## src/rtl/serial_queue_pkg.sv

```systemverilog
// Shared constants and types for the serial receive path and its byte queue.
package serial_queue_pkg;

   localparam int DATA_WIDTH = 8;
   localparam int DEPTH      = 8;
   localparam int PTR_W      = $clog2(DEPTH);
   localparam int CNT_W      = $clog2(DEPTH) + 1;
   localparam int BIT_CNT_W  = $clog2(DATA_WIDTH) + 1;

   typedef logic [DATA_WIDTH-1:0] byte_t;
   typedef logic [PTR_W-1:0]      ptr_t;
   typedef logic [CNT_W-1:0]      cnt_t;
   typedef logic [BIT_CNT_W-1:0]  bit_cnt_t;

   localparam cnt_t     FIFO_FULL_CNT = cnt_t'(DEPTH);
   localparam bit_cnt_t BITS_PER_BYTE = bit_cnt_t'(DATA_WIDTH);

endpackage

```

## src/rtl/byte_fifo.sv

```systemverilog
// Circular byte queue with an occupancy counter; a pop and a push in the
// same cycle are both honoured, so a full queue can accept while it drains.
module byte_fifo
   import serial_queue_pkg::*;
(
   input  logic  clk,
   input  logic  rst_n,
   input  logic  push,
   input  byte_t push_data,
   input  logic  pop,
   output byte_t pop_data,
   output logic  full,
   output logic  empty
);

   byte_t mem_q [DEPTH];
   ptr_t  wr_ptr_q, wr_ptr_d;
   ptr_t  rd_ptr_q, rd_ptr_d;
   cnt_t  count_q, count_d;
   logic  do_push, do_pop;

   assign full     = (count_q == FIFO_FULL_CNT);
   assign empty    = (count_q == '0);
   assign do_pop   = pop && !empty;
   assign do_push  = push && (!full || do_pop);
   assign pop_data = mem_q[rd_ptr_q];

   always_comb begin
      wr_ptr_d = wr_ptr_q;
      rd_ptr_d = rd_ptr_q;
      count_d  = count_q;
      if (do_push) wr_ptr_d = wr_ptr_q + ptr_t'(1);
      if (do_pop)  rd_ptr_d = rd_ptr_q + ptr_t'(1);
      case ({do_push, do_pop})
         2'b10:   count_d = count_q + cnt_t'(1);
         2'b01:   count_d = count_q - cnt_t'(1);
         default: count_d = count_q;
      endcase
   end

   always_ff @(posedge clk or negedge rst_n) begin
      if (!rst_n) begin
         wr_ptr_q <= '0;
         rd_ptr_q <= '0;
         count_q  <= '0;
      end else begin
         wr_ptr_q <= wr_ptr_d;
         rd_ptr_q <= rd_ptr_d;
         count_q  <= count_d;
      end
   end

   // NOTE: the storage array has no reset; the pointers and count alone
   // decide which entries are valid, so clearing them empties the queue.
   always_ff @(posedge clk) begin
      if (do_push) mem_q[wr_ptr_q] <= push_data;
   end

endmodule

```

## src/rtl/serial_byte_queue.sv

```systemverilog
// MSB-first bit deserializer feeding a byte queue; bytes are popped onto
// data_out by rising edges of dequeue_in.
module serial_byte_queue
   import serial_queue_pkg::*;
(
   input  logic                  clock1M,
   input  logic                  reset,
   input  logic                  data_in,
   input  logic                  write_in,
   input  logic                  dequeue_in,
   output logic [DATA_WIDTH-1:0] data_out,
   output logic                  status_out
);

   logic     data_in_q, data_in_d;
   logic     write_in_q, write_in_d, write_prev_q, write_prev_d;
   logic     dequeue_in_q, dequeue_in_d, dequeue_prev_q, dequeue_prev_d;
   byte_t    shift_q, shift_d;
   bit_cnt_t bit_cnt_q, bit_cnt_d;
   logic     pending_q, pending_d;
   byte_t    data_out_q, data_out_d;

   logic     write_ev, deq_ev, take_bit, push_accept, status;
   byte_t    fifo_pop_data;
   logic     fifo_full, fifo_empty;

   // A blocked byte may leave in the same cycle a pop frees its slot.
   assign write_ev    = write_in_q & ~write_prev_q;
   assign deq_ev      = dequeue_in_q & ~dequeue_prev_q;
   assign status      = ~(pending_q & fifo_full);
   assign push_accept = pending_q & (~fifo_full | deq_ev);
   assign take_bit    = write_ev & status;

   // NOTE: every always_comb output gets its default first, so no path
   // leaves a signal unassigned and no latch is inferred.
   always_comb begin
      data_in_d      = data_in;
      write_in_d     = write_in;
      write_prev_d   = write_in_q;
      dequeue_in_d   = dequeue_in;
      dequeue_prev_d = dequeue_in_q;
      shift_d        = shift_q;
      bit_cnt_d      = bit_cnt_q;
      pending_d      = pending_q;
      data_out_d     = data_out_q;

      if (push_accept) begin
         bit_cnt_d = '0;
         pending_d = 1'b0;
      end
      if (take_bit) begin
         shift_d   = {shift_q[DATA_WIDTH-2:0], data_in_q};
         bit_cnt_d = bit_cnt_d + bit_cnt_t'(1);
         pending_d = (bit_cnt_d == BITS_PER_BYTE);
      end
      if (deq_ev && !fifo_empty) data_out_d = fifo_pop_data;
   end

   // NOTE: state registers use non-blocking assignments so every flop
   // samples pre-edge values regardless of block ordering.
   always_ff @(posedge clock1M or negedge reset) begin
      if (!reset) begin
         data_in_q      <= 1'b0;
         write_in_q     <= 1'b0;
         write_prev_q   <= 1'b0;
         dequeue_in_q   <= 1'b0;
         dequeue_prev_q <= 1'b0;
         shift_q        <= '0;
         bit_cnt_q      <= '0;
         pending_q      <= 1'b0;
         data_out_q     <= '0;
      end else begin
         data_in_q      <= data_in_d;
         write_in_q     <= write_in_d;
         write_prev_q   <= write_prev_d;
         dequeue_in_q   <= dequeue_in_d;
         dequeue_prev_q <= dequeue_prev_d;
         shift_q        <= shift_d;
         bit_cnt_q      <= bit_cnt_d;
         pending_q      <= pending_d;
         data_out_q     <= data_out_d;
      end
   end

   byte_fifo u_fifo (
      .clk       (clock1M),
      .rst_n     (reset),
      .push      (push_accept),
      .push_data (shift_q),
      .pop       (deq_ev),
      .pop_data  (fifo_pop_data),
      .full      (fifo_full),
      .empty     (fifo_empty)
   );

   assign data_out   = data_out_q;
   assign status_out = status;

endmodule

```

## config.mk

```make
export PLATFORM = sky130hd
export DESIGN_NAME = serial_byte_queue
export DESIGN_NICKNAME = d
export VERILOG_FILES = /design/src/rtl/serial_queue_pkg.sv /design/src/rtl/byte_fifo.sv /design/src/rtl/serial_byte_queue.sv
export SDC_FILE = /design/constraint.sdc
export NUM_CORES = 1
export LEC_CHECK = 0
export BUFFER_PORTS_ARGS = -buffer_cell sky130_fd_sc_hd__buf_2
export CAP_MARGIN = 20
export CORE_MARGIN = 5
export CORE_UTILIZATION = 30
export DETAILED_ROUTE_END_ITERATION = 10
export PLACE_DENSITY_LB_ADDON = 0.1
export SKIP_LAST_GASP = 1
export SYNTH_ARGS = -nofsm -noshare
export SYNTH_HDL_FRONTEND = slang
export SYNTH_SLANG_ARGS = --single-unit
```

## constraint.sdc

```tcl
create_clock -name clock1M -period 3.2 [get_ports clock1M]
set_clock_uncertainty 0.1 [all_clocks]
set_input_delay 0.64 -clock clock1M [delete_from_list [all_inputs] [get_ports clock1M]]
set_output_delay 0.64 -clock clock1M [all_outputs]
set_load 0.02 [all_outputs]
```

=== Yosys cells after proc, flatten, opt, wreduce, memory -nomap -nowiden ===
Memories as Yosys holds them, arrays and structs flattened. A register that Yosys moved wholly into a read port is not among the register bits.
Cells that the tools add are included.

* $add $sub $neg: 5
* Multipliers: 0
* Shift-type cells: 0
* Reduce and logical (&&, ||, !) cells: 9
* Equal/unequal tests: 4
* Div/mod/pow operators: 0
* Order comparisons: 0
* Multiplexer cells: 7
* Bitwise logic cells: 10

{| class="wikitable"
|+ Operators by type and width
! kind !! number
|-
| 4-bit by 1-bit adder with 4-bit output, second input constant || 2
|-
| 4-bit equality test, second input constant || 2
|-
| 4-bit two-way mux || 2
|-
| 4-bit case mux with 2 select lines || 1
|-
| 3-bit by 1-bit adder with 3-bit output, second input constant || 2
|-
| 1-bit AND || 5
|-
| 4-bit logical NOT || 1
|-
| 1-bit two-way mux || 4
|-
| 1-bit NOT || 4
|-
| 2-bit nonzero test || 2
|-
| 4-bit by 1-bit subtractor with 4-bit output, second input constant || 1
|-
| 1-bit logical NOT || 3
|-
| 2-bit by 1-bit equality test with 1-bit output, second input constant || 1
|-
| 2-bit equality test, second input constant || 1
|-
| 1-bit logical AND || 2
|-
| 1-bit logical OR || 1
|-
| 1-bit OR || 1
|}

* Logic and storage cells: 47
* Register bits after elaboration: 28
* Memory bits (writable): 64
* Bits in latches: 0
* Memories: 1
* Memory bits (read-only): 0

{| class="wikitable"
|+ Memories
! memory !! words !! width !! rd ports !! clocked after Yosys merged registers in !! wr ports !! RTL line !! source
|-
| u_fifo.mem_q || 8 || 8 || 1 || 1 || 1 || byte_fifo.sv:16 || <nowiki>byte_t mem_q [DEPTH];</nowiki>
|}

=== Depth between registers and ports, before layout ===
* Word-level depth: 8
* Gate-level depth with buffers: 11
* Mapped depth without buffers: 10

=== Modules after synthesis ===
Synthesis repeated with hierarchy kept, for this count alone.

* Cells, all modules: 248
* Area total of the unflattened synthesis: 4,131.5 um^2

{| class="wikitable"
|+ Modules (own cells, without submodules)
! module !! times used !! cells each !! area an instance (um^2)
|-
| byte_fifo || 1 || 177 || 3,128.0
|-
| serial_byte_queue || 1 || 71 || 1,003.5
|}

=== Least setup slack after synthesis ===
Ideal clock, no wire load.

* Path type: reg2reg
* Start point: reg u_fifo.count_q[1]
* End point: reg u_fifo.count_q[2]
* Setup slack: 735 ps
* Stages on the path, launching flop included: 12
* Data required time: 2,975 ps
* Arrival: 2,240 ps
* Setup time: 125 ps
* Cell sequence: dfrtp_1 -> buf_6 -> nor4b_4 -> a21boi_4 -> inv_2 -> ha_1 -> xor2_1 -> ha_1 -> a21oi_1 -> xor2_1 -> nor2_1 -> xor2_1

* Longest elaborated chain between the ends: 7

{| class="wikitable"
|+ RTL lines
! item !! RTL line !! source
|-
| from (decl) || byte_fifo.sv:19 || <nowiki>cnt_t count_q, count_d;</nowiki>
|-
| from (signal assigned) || byte_fifo.sv:49 || <nowiki>count_q <= count_d;</nowiki>
|-
| 4-bit equality test / 4-bit logical NOT (equally long branches) || byte_fifo.sv:22, byte_fifo.sv:23 ||
|-
| 1-bit NOT / 1-bit logical NOT (equally long branches) || serial_byte_queue.sv:31, byte_fifo.sv:24 ||
|-
| 1-bit OR / 1-bit logical AND (equally long branches) || serial_byte_queue.sv:31, byte_fifo.sv:24 ||
|-
| 1-bit AND / 1-bit logical OR (equally long branches) || serial_byte_queue.sv:31, byte_fifo.sv:25 ||
|-
| 1-bit logical AND || byte_fifo.sv:25 || <nowiki>assign do_push = push && (!full || do_pop);</nowiki>
|-
| 2-bit by 1-bit equality test with 1-bit output / 2-bit equality test (equally long branches) || byte_fifo.sv:34 || <nowiki>case ({do_push, do_pop})</nowiki>
|-
| 4-bit case mux with 2 select lines / 2-bit nonzero test (equally long branches) || - ||
|}

Parallel ways exist; a longest one is shown, timed or not.
A chain may end at the register's enable or synchronous reset.

=== Worst setup path in the final report ===
* Start point: reg u_fifo.count_q[0]
* End point: reg u_fifo.count_q[2]

The elaborated chain is that of the path after synthesis.

==> impl_metrics.yaml <==
floorplanning:
  die_area_um2: 15600
  core-area_um2: 13100
  die_h_um: 125
  boundaryPins: 14
  die_x_um: 125
  initial_core_util_pct: 30.3
  rows: 42
clock_tree:
  clk_latency_ns: 0.35
  cts.clk_slew.worst_paths_ns: 0.06
  post_cts_buffers: 0
  htreeDepth: 3
  numClockSinks: 100
  cts.path.max_buffers: 2
  cts-root-buf: "clkbuf_16"
  hold_buffers: 0
  numCtsBuffers: 9
  cts_tree: "built"
  post_cts_resized: 0
route:
  drt-wirelength-per-cell_um: 17.3
  ant_nets: 0
  vias_per_cell: 4.45
  drtIter0Drc: 86
  drt-pass1-iter-count: 4
  vias: 1919
  wl_um: 7480
  drc: 0
final_layout:
  syn_to_final_growth_pct: 15.5
  antennaDiodeCount: 0
  nFillCells: 1255
  final_cell_mix: "64 x edfxtp_1, 36 x dfrtp_1, 17 x nor2_1, 16 x mux4_2, 13 x buf_2"
  layout_commonest_cell: "edfxtp_1"
  finalNetCount: 260
  drive_above_1_share_pct: 27.5
  fin_area_um2: 4570
placement:
  portBuffers: 13
  place_area_um2: 4280
  place.gp.congestion: 0.684
  dp_slack_ns: 0.712
  hpwl_um: 4520
timing:
  fmax_mhz: 407
  final.min_clock_period_ns: 2.45
  period_share_pct: 76.7
  finalSetupViolations: 0
  whs_ns: 0.284
  worst_slack_ns: 0.745
  rsz0062_at_grt: "no"
  max_slew_margin_pct: 38.4
  tns_ns: 0
  hold_viol_final: 0
  tightestPinTransition_ns: 0.924
  slew_viol_final: 0
worst_setup_path:
  crit_buf_inv: 1
  r2r_setup_slack_ns: 0.75
  cpMostUsedCell: "xor2_1"
  cp.required_ns: 3.32
  path_cells: "nor4b_4, a21boi_4, inv_2, ha_1, xor2_1, ha_1, a21oi_1, xor2_1, nor2_1, xor2_1"
  critPathSlowestCell: "dfrtp_1"
  worst-setup-path-type: "reg2reg"
  cp-start-kind: "flip-flop"
  cpPeakStageDelay_ns: 0.46
  cp-end-kind: "flip-flop"
  critPathTopFamily: "flip-flops"
  path_max_fanout: 9
  cp.arrival_ns: 2.58
status:
  status: "finished, final reports clean"
hold_path:
  holdCritPathClass: "reg2reg"
synth:
  postSynthCellCount: 225
  ys_seq_area_share_pct: 71.3
  netlist-cell-type-count: 33
  yosysTopAreaCell: "edfxtp_1"
  synth.avg_cell_area_um2: 17.6
  yosys_warnings: 0
  netlist_area_um2: 3960
  post_synth_main_area_contributors: "edfxtp_1 49%, dfrtp_1 23%, mux4_2 9.1%, mux2_2 2.8%, mux2i_1 2.0%"
  synth_top_cell_area_share_pct: 48.5
  syn-num-nets: 235
  synth-seq-cells: 100
global_route:
  grt_pass1_wl_um: 11900
  grt_overflow: 0
  grt_start_max_net_pins: 37
  grt_pass1_vias: 2003
  antenna_found_initial: 0
  grt_usage_pct: 10.5
power:
  total_leakage_power_nw: 1.62
  p_per_area_nw_per_um2: 848
  irDropWorstVdd_v: 0.000293
  power.total_mw: 3.88
job:
  cap_violations: 0
-- layer usage --
layer	global-route usage (%)	wire length, um	share of wire, %	vias up
met5	0	0	0	-
met4	4.97	150	2.0	0
met3	2.66	289	3.9	10
met2	15.3	3390	45	28
met1	14.6	3650	49	975
li1	-	-	-	906
-- synthesized netlist by cell type (all sizes together) --
| cell type | instances |
|---|---|
| a211oi | 3 |
| a21boi | 1 |
| a21oi | 10 |
| a31o | 1 |
| a32oi | 1 |
| buf | 5 |
| clkbuf | 5 |
| dfrtp | 36 |
| edfxtp | 64 |
| ha | 5 |
| inv | 2 |
| mux2 | 10 |
| mux2i | 8 |
| mux4 | 16 |
| nand2 | 11 |
| nand2b | 5 |
| nand3 | 1 |
| nor2 | 17 |
| nor3 | 4 |
| nor3b | 1 |
| nor4 | 3 |
| nor4b | 1 |
| o21ai | 1 |
| o22ai | 1 |
| xnor2 | 9 |
| xor2 | 4 |
-- per-stage QoR --
stage | instances | util, %
2_1_floorplan | 225 | -
3_3_place_gp | 415 | 32.7
3_5_place_dp | 415 | 32.7
4_1_cts | 431 | 34.9
5_1_grt | 431 | 34.9
6_report | 431 | 34.9
-- path summary, 6_finish.rpt --
| kind | end | cells past startpoint | start |
|---|---|---|---|
| max | u_fifo.count_q[2]$_DFFE_PN0P_ | 10 | u_fifo.count_q[0]$_DFFE_PN0P_ |
| min | dequeue_prev_q$_DFF_PN0_ | 0 | dequeue_in_q$_DFF_PN0_ |
| max reg2reg | u_fifo.count_q[2]$_DFFE_PN0P_ | 10 | u_fifo.count_q[0]$_DFFE_PN0P_ |
| min reg2reg | dequeue_prev_q$_DFF_PN0_ | 0 | dequeue_in_q$_DFF_PN0_ |
| max in group asynchronous | u_fifo.rd_ptr_q[1]$_DFFE_PN0P_ | 1 | reset |
| min in group asynchronous | shift_q[0]$_DFFE_PN0P_ | 1 | reset |
-- state kept, by name (all words and copies together) (netlist names) --
name             cells
data_out             8
u_fifo.wr_ptr_q      3
u_fifo.rd_ptr_q      3
data_in_q            1
shift_q              8
write_in_q           1
dequeue_in_q         1
pending_q            1
u_fifo.mem_q        64
bit_cnt_q            4
u_fifo.count_q       4
write_prev_q         1
dequeue_prev_q       1
-- worst reg2reg max path, stage by stage, from the launching register on --
cell      delay, ns
dfrtp_1        0.46
nor4b_4        0.40
a21boi_4       0.13
inv_2          0.17
ha_1           0.28
xor2_1         0.10
ha_1           0.18
a21oi_1        0.15
xor2_1         0.15
nor2_1         0.06
xor2_1         0.14
-- cell families after synthesis --
logic type | after synthesis | synth area share [%]
compound gates | 18 | 3.32
xor+xnor | 13 | 2.88
fa+ha+maj | 5 | 1.58
buf+inv | 12 | 1.55
flops | 100 | 71.3
mux | 34 | 14.0
simple gates | 43 | 5.40
-- report_power, final --
group	total [mW]	internal (mW)	switching [mW]
Clock	1.07	0.610	0.464
Sequential	1.96	1.65	0.313
Combinational	0.841	0.452	0.389
-- layout make-up --
type	instances	area [um2]	area share [%]
Clock inverter	5	60.1	1.31
Timing Repair Buffer	24	148	3.23
Inverter	2	7.51	0.164
Tap cell	176	220	4.82
Clock buffer	11	233	5.09
Multi-Input combinational cell	113	1080	23.6
Sequential cell	100	2820	61.7
Note: power is estimated with default switching activity, not from simulation.
